File: config.mk
export PLATFORM = sky130hd
export DESIGN_NAME = scan_sequencer
export DESIGN_NICKNAME = d
export VERILOG_FILES = /design/src/rtl/scan_sequencer.sv
export SDC_FILE = /design/constraint.sdc
export NUM_CORES = 1
export LEC_CHECK = 0
export ABC_AREA = 1
export CELL_PAD_IN_SITES_DETAIL_PLACEMENT = 0
export CELL_PAD_IN_SITES_GLOBAL_PLACEMENT = 1
export CORE_MARGIN = 2
export CORE_UTILIZATION = 39
export DETAILED_ROUTE_END_ITERATION = 12
export PLACE_DENSITY = 0.81
export SETUP_SLACK_MARGIN = 0.5
export SLEW_MARGIN = 0
export SYNTH_ARGS = -nofsm -noshare
export SYNTH_HDL_FRONTEND = slang
export SYNTH_SLANG_ARGS = --single-unit
File: constraint.sdc
create_clock -name clk -period 2.2 [get_ports clk]
set_clock_uncertainty 0.05 [all_clocks]
set_input_delay 0.33 -clock clk [delete_from_list [all_inputs] [get_ports clk]]
set_output_delay 0.33 -clock clk [all_outputs]
set_load 0.005 [all_outputs]
File: src/rtl/scan_sequencer.sv
// Bidirectional LED scanner: sweeps a one-hot LED up and down with end dwell, button-selected rate and pause.
// Define SCAN_PWM_EN to add a 4-bit brightness PWM on the LED drive, cycled by btn_bright.
module scan_sequencer #(
    parameter int WIDTH       = 8,
    parameter int CLK_FREQ    = 6000,
    parameter int DWELL_TICKS = 2
) (
    input  logic                     clk,
    input  logic                     reset,
    input  logic                     btn_rate,
    input  logic                     btn_hold,
    input  logic                     btn_bright,
    output logic                     step,
    output logic                     dir,
    output logic [$clog2(WIDTH)-1:0] pos,
    output logic [2:0]               rate_sel,
    output logic [WIDTH-1:0]         led
);
    localparam int PW = $clog2(WIDTH);
    localparam logic [PW-1:0] POS_LAST   = PW'(WIDTH - 1);
    localparam logic [PW-1:0] POS_ONE    = PW'(1);
    localparam logic [3:0]    DWELL_LAST = 4'(DWELL_TICKS - 1);
    localparam logic [13:0]   MAX0 = 14'(2 * CLK_FREQ - 1);
    localparam logic [13:0]   MAX1 = 14'(CLK_FREQ - 1);
    localparam logic [13:0]   MAX2 = 14'(CLK_FREQ / 2 - 1);
    localparam logic [13:0]   MAX3 = 14'(CLK_FREQ / 4 - 1);
    localparam logic [13:0]   MAX4 = 14'(CLK_FREQ / 8 - 1);

    typedef enum logic [2:0] {SCAN_UP, DWELL_TOP, SCAN_DN, DWELL_BOT, HOLD} state_t;

`ifdef SCAN_PWM_EN
    localparam int NB = 3;
    logic [NB-1:0] w_btn;
    assign w_btn = {btn_bright, btn_hold, btn_rate};
`else
    localparam int NB = 2;
    logic [NB-1:0] w_btn;
    logic          w_unused_bright;
    assign w_btn           = {btn_hold, btn_rate};
    assign w_unused_bright = btn_bright;
`endif

    // Two synchronizer stages, a delayed copy for edge detect, and a registered pulse.
    logic [NB-1:0] r_sync1, r_sync2, r_sync3, r_pulse;
    logic          w_rate_p, w_hold_p;

    always_ff @(posedge clk or posedge reset) begin
        if (reset) begin
            r_sync1 <= '0;
            r_sync2 <= '0;
            r_sync3 <= '0;
            r_pulse <= '0;
        end else begin
            r_sync1 <= w_btn;
            r_sync2 <= r_sync1;
            r_sync3 <= r_sync2;
            r_pulse <= r_sync2 & ~r_sync3;
        end
    end

    assign w_rate_p = r_pulse[0];
    assign w_hold_p = r_pulse[1];

    state_t        r_state, r_saved, w_state_nxt, w_saved_nxt;
    logic [PW-1:0] r_pos, w_pos_nxt, w_pos_inc, w_pos_dec;
    logic          r_dir, w_dir_nxt;
    logic          r_step, w_step_nxt;
    logic [3:0]    r_dwell, w_dwell_nxt;
    logic [2:0]    r_rate;
    logic [13:0]   r_tick_cnt, w_max;
    logic          w_tick;

    always_comb begin
        case (r_rate)
            3'd0:    w_max = MAX0;
            3'd1:    w_max = MAX1;
            3'd3:    w_max = MAX3;
            3'd4:    w_max = MAX4;
            default: w_max = MAX2;
        endcase
    end

    // >= rather than == so a rate change that shrinks the period cannot skip the tick.
    assign w_tick = (r_state != HOLD) && (r_tick_cnt >= w_max);

    always_ff @(posedge clk or posedge reset) begin
        if (reset) begin
            r_tick_cnt <= '0;
            r_rate     <= 3'd2;
        end else begin
            if (r_state != HOLD)
                r_tick_cnt <= w_tick ? 14'd0 : r_tick_cnt + 14'd1;
            if (w_rate_p)
                r_rate <= (r_rate == 3'd4) ? 3'd0 : r_rate + 3'd1;
        end
    end

    always_ff @(posedge clk or posedge reset) begin
        if (reset) begin
            r_state <= SCAN_UP;
            r_saved <= SCAN_UP;
            r_pos   <= '0;
            r_dir   <= 1'b1;
            r_step  <= 1'b0;
            r_dwell <= '0;
        end else begin
            r_state <= w_state_nxt;
            r_saved <= w_saved_nxt;
            r_pos   <= w_pos_nxt;
            r_dir   <= w_dir_nxt;
            r_step  <= w_step_nxt;
            r_dwell <= w_dwell_nxt;
        end
    end

    assign w_pos_inc = r_pos + POS_ONE;
    assign w_pos_dec = r_pos - POS_ONE;

    always_comb begin
        w_state_nxt = r_state;
        w_saved_nxt = r_saved;
        w_pos_nxt   = r_pos;
        w_dir_nxt   = r_dir;
        w_step_nxt  = 1'b0;
        w_dwell_nxt = r_dwell;
        // A hold pulse wins over a coincident tick, which is simply dropped.
        if (w_hold_p) begin
            if (r_state == HOLD) begin
                w_state_nxt = r_saved;
            end else begin
                w_saved_nxt = r_state;
                w_state_nxt = HOLD;
            end
        end else if (w_tick) begin
            case (r_state)
                SCAN_UP: begin
                    w_pos_nxt  = w_pos_inc;
                    w_step_nxt = 1'b1;
                    w_dir_nxt  = 1'b1;
                    if (w_pos_inc == POS_LAST)
                        w_state_nxt = DWELL_TOP;
                end
                SCAN_DN: begin
                    w_pos_nxt  = w_pos_dec;
                    w_step_nxt = 1'b1;
                    w_dir_nxt  = 1'b0;
                    if (w_pos_dec == '0)
                        w_state_nxt = DWELL_BOT;
                end
                DWELL_TOP, DWELL_BOT: begin
                    if (r_dwell == DWELL_LAST) begin
                        w_dwell_nxt = '0;
                        w_dir_nxt   = ~r_dir;
                        w_state_nxt = (r_state == DWELL_TOP) ? SCAN_DN : SCAN_UP;
                    end else begin
                        w_dwell_nxt = r_dwell + 4'd1;
                    end
                end
                default: ;
            endcase
        end
    end

    logic [WIDTH-1:0] w_onehot;
    assign w_onehot = WIDTH'(1) << r_pos;

`ifdef SCAN_PWM_EN
    logic [3:0] r_pwm_cnt, r_duty;

    // Duty steps down by 4 and wraps 3 -> 15 through natural 4-bit overflow.
    always_ff @(posedge clk or posedge reset) begin
        if (reset) begin
            r_pwm_cnt <= '0;
            r_duty    <= 4'd15;
        end else begin
            r_pwm_cnt <= r_pwm_cnt + 4'd1;
            if (r_pulse[2])
                r_duty <= r_duty - 4'd4;
        end
    end

    assign led = (r_pwm_cnt < r_duty) ? w_onehot : '0;
`else
    assign led = w_onehot;
`endif

    assign step     = r_step;
    assign dir      = r_dir;
    assign pos      = r_pos;
    assign rate_sel = r_rate;
endmodule

==> impl_summary.md <==
Cells and area
Fill cells in the final layout number 588. The final layout contains 415 nets. The layout-stage area growth over the synthesis result is 36.9%. The final design area excluding fillers is 0.00343 mm². The fraction of layout instances using a drive strength above 1 is 28.6%. The diode insertion count for antenna repair is 0.

Global route
The initial antenna violation count is 0. The global-route wire length before repair is 10100 µm. The global router's overall resource usage is 17.4%.

Entering global routing, the biggest net connects 41 pins. The total global routing overflow is 0. The via count of the first global-routing pass came to 2257.

STA
The timing-limited maximum frequency is 0.407 GHz. Setup repair after global routing could not meet its margin everywhere. The hold slack is 0.299 ns. In the final timing run, aggregate negative setup slack is -4.77 ns. Setup violations remaining at the end of the flow were counted as 25. The total count of hold-check failures in the final report was 0. In the post-route analysis, the smallest setup slack over all paths is -0.257 ns. Dividing the final minimum period by the clock period gives 112%.

The measured slew at the worst slew-check pin is 0.532 ns. The final max-slew violation count was 0. The headroom to the max-slew limit is 64.5%.

The post-layout minimum cycle time is 2.46 ns.

Yosys
The portion of synthesized cell area occupied by the leading cell type is 38.0%. The number of instances in the synthesized netlist is 319. The synthesized design contains 0 enable-type register cells.

The share of synthesized flip-flops with an asynchronous set or reset is 100%. Counting instances in the post-synthesis netlist gives the leading cell types as 81 x sky130_fd_sc_hd__nand2_1, 46 x sky130_fd_sc_hd__inv_1, 38 x sky130_fd_sc_hd__dfrtp_1. The cell accounting for the most synthesized area is sky130_fd_sc_hd__dfrtp_1. During synthesis, Yosys emitted a total of 0 warnings.

Synthesis inferred 40 register bits. Sequential cells were found to cover 40.1% of the synthesized design area. The cell with the most instances after synthesis is sky130_fd_sc_hd__nand2_1. In the post-synthesis netlist, the biggest area contributors are sky130_fd_sc_hd__dfrtp_1 38%, sky130_fd_sc_hd__ha_1 13%, sky130_fd_sc_hd__nand2_1 12%. Synthesis produced a netlist with a net count of 351. After synthesis, the netlist uses 27 different library cells.

In this run the mean area of a mapped cell was 7.85 µm². The most used flip-flop cell after synthesis is sky130_fd_sc_hd__dfrtp_1. After synthesis the cells add up to 0.00250 mm².

Clocking
TritonCTS built the clock tree. The number of H-tree branching levels is 2. Clock-pin slew was measured on the worst setup and hold paths at 0.08 ns. CTS placed an instance of sky130_fd_sc_hd__clkbuf_8 at the clock tree root. In this run, CTS created clock tree buffers numbering 5. The number of hold-repair buffers added at the cts stage is 0. For this design, the sink count on the clock tree is 40.

The buffer levels on the longest clock path is 2. The clock reaches the later pin of the worst-skew pair after 0.30 ns.

Die
The floorplan step set the die height to 84.1 µm. The die is 84.1 µm wide. Pin placement for this block handled 21 I/O pins. The total core area is 0.00628 mm². In this run the core area contains 29 standard-cell rows. Once the floorplan was initialized, standard cells occupied 39.9% of the core. The die covers 0.00708 mm².

Critical path
Data arrives at the worst endpoint at 2.59 ns. The standard cell with the maximum stage delay on the critical path is sky130_fd_sc_hd__dfstp_2. The required time of the critical path is 2.33 ns. The number of cells on the worst reg-to-reg path is 17. For flop-to-flop paths, the worst setup slack is -0.26 ns. The most numerous cell type found on the critical path is sky130_fd_sc_hd__nand2_1.

The origin of the critical flop-to-flop path is rate_sel[1]. The type of the worst setup path is register to register. STA classifies the critical path endpoint as a register. The number of buffers and inverters on the critical path is 5. The cell class contributing the biggest share of worst-path delay is flip-flops. The critical path goes through inv_4, ha_4, inv_4, nor2_4, nor2_1, nand2_1, nand2_1, ha_1, nand2_1, nor2_2, buf_4, a21oi_4, a21oi_4, buf_12, buf_12, nand4_1, nand2_1. Of all nets on the critical path, the largest fanout is 10.

The worst setup path is launched from a register. The stage delay of the slowest cell on the critical path is 0.59 ns. The endpoint identified for the worst register-to-register timing path is r_dwell[3].

Detailed routing
After detailed routing, the average wire length per cell comes to 12.3 µm. The first-pass detailed-route iteration total is 4. The via count normalized by instance count is 4.84. The total via count in the routed design is 2229.

The routed wire length is 5680 µm. After detailed routing, the number of remaining DRC violations is 0. The number of violations reported at the end of detailed-routing iteration 0 is 83. The count of nets left with antenna violations once routing finished came out at 0.

Outcome
The flow ran to the end, but the final reports show violations. The checks that failed: negative setup slack.

Power
The total power divided by cell area is 921 mW/mm². VDD sags by at most 0.000513 V. The leakage power figure is 1.75 nW.

Min path
In this run the worst hold path is classified as register to register. The beginning of the worst hold path is r_sync1[0]. The path with the worst hold slack has its endpoint at r_sync2[0]. The number of cells traversed by the worst hold path is 0.

Placement
The placer's final routability congestion estimate is 0.802. Summing all placed instances gives a cell area of 0.00299 mm². During placement, the flow inserted port buffers numbering 19. The sum of net half-perimeters after detailed placement is 3940 µm.

Run
The max-cap violation count is 0.
[area by class of cell]
class                   count  area [µm²]  share of cell area, %
flip-flops and latches     40        1010                   29.4
clock buffers               7        96.3                   2.81
inverters                  46         183                   5.33
clock inverters             1        30.0                  0.876
multi-input cells         228        1480                   43.3
repair buffers             62         531                   15.5
well taps                  77        96.3                   2.81
[per-layer routing]
| layer | part of all wire, % | vias up | routed length (µm) | track usage, % |
|---|---|---|---|---|
| met2 | 50 | 17 | 2850 | 29.3 |
| met4 | 1.5 | 0 | 84 | 6.30 |
| met3 | 2.0 | 6 | 115 | 3.17 |
| met1 | 46 | 1057 | 2620 | 22.5 |
| met5 | 0 | - | 0 | 0 |
| li1 | - | 1149 | - | - |
[state kept, by name (all words and copies together), names as in the netlist]
name and count:
dir 1, pos 3, r_dwell 4, r_pulse 2, r_saved 3, r_state 3, r_sync1 2, r_sync2 2
r_sync3 2, r_tick_cnt 14, rate_sel 3, step 1
[power breakdown]
part / leakage (nW) / switching, mW / total, mW / internal, mW
registers: 0.500 / 0.155 / 1.03 / 0.871
clock network: 0.0645 / 0.257 / 0.657 / 0.400
logic: 1.18 / 0.799 / 1.47 / 0.676
total: 1.75 / 1.21 / 3.16 / 1.95
[placed cells by master (no fill, tap or decap), types with 2 or more instances in the layout]
cell type	count
sky130_fd_sc_hd__clkdlybuf4s50_1	5
sky130_fd_sc_hd__nand4_1	10
sky130_fd_sc_hd__dfrtp_2	4
sky130_fd_sc_hd__dfrtp_1	34
sky130_fd_sc_hd__nand3_2	2
sky130_fd_sc_hd__nand3_1	18
sky130_fd_sc_hd__inv_1	38
sky130_fd_sc_hd__clkbuf_2	2
sky130_fd_sc_hd__buf_12	2
sky130_fd_sc_hd__buf_4	31
sky130_fd_sc_hd__nor2_1	31
sky130_fd_sc_hd__xor2_1	7
sky130_fd_sc_hd__a21oi_4	2
sky130_fd_sc_hd__ha_2	2
sky130_fd_sc_hd__buf_2	6
sky130_fd_sc_hd__nand2_1	74
sky130_fd_sc_hd__a21oi_2	4
sky130_fd_sc_hd__inv_2	4
sky130_fd_sc_hd__dfstp_2	2
sky130_fd_sc_hd__inv_4	4
sky130_fd_sc_hd__nor3_1	6
sky130_fd_sc_hd__ha_4	7
sky130_fd_sc_hd__nor2_2	4
sky130_fd_sc_hd__a31oi_1	2
sky130_fd_sc_hd__nand2_2	9
sky130_fd_sc_hd__clkbuf_8	7
sky130_fd_sc_hd__dlygate4sd2_1	5
sky130_fd_sc_hd__a21oi_1	6
sky130_fd_sc_hd__o21ai_0	12
sky130_fd_sc_hd__xnor2_1	3
sky130_fd_sc_hd__buf_6	11
sky130_fd_sc_hd__ha_1	18
[through the flow]
step                      power [mW]  worst slack (ns)  util, %  std cells
after global routing            3.45            -0.400     54.6        461
final                           3.16            -0.257     54.6        461
after CTS                       3.12            -0.268     53.5        457
after detailed placement        2.38            -0.326     47.7        430
after floorplan                 1.89           -0.0561        -        319
after global placement          2.34            -0.270     47.7        430
[timing repair]
item | 4_1_cts | 5_1_grt
gates resized for setup | 69 | 19
endpoints found under the setup margin | 38 | 31
buffers inserted | 19 | 4
pin swaps | 6 | 8
[worst max path at each step]
stage | to | slack (ns) | startpoint | cells past startpoint
2_1_floorplan | r_dwell[0] | -0.06 | rate_sel[1] | 15
3_3_place_gp | r_dwell[3] | -0.27 | rate_sel[1] | 15
3_5_place_dp | r_state[1] | -0.33 | rate_sel[1] | 14
4_1_cts | r_dwell[3] | -0.27 | rate_sel[1] | 18
5_1_grt | r_dwell[0] | -0.40 | rate_sel[0] | 17
6_report | r_dwell[3] | -0.26 | rate_sel[1] | 17
[logic make-up after synthesis]
logic type               after synthesis  synth area share, %
buffers and inverters                 51                 8.05
XOR/XNOR                              10                 3.50
AND/OR/NAND/NOR                      162                 28.5
adder cells (fa/ha/maj)               27                 13.5
flip-flops                            40                 40.1
AO/OA/AOI/OAI                         29                 6.40
Note: power is estimated with default switching activity, not from simulation.
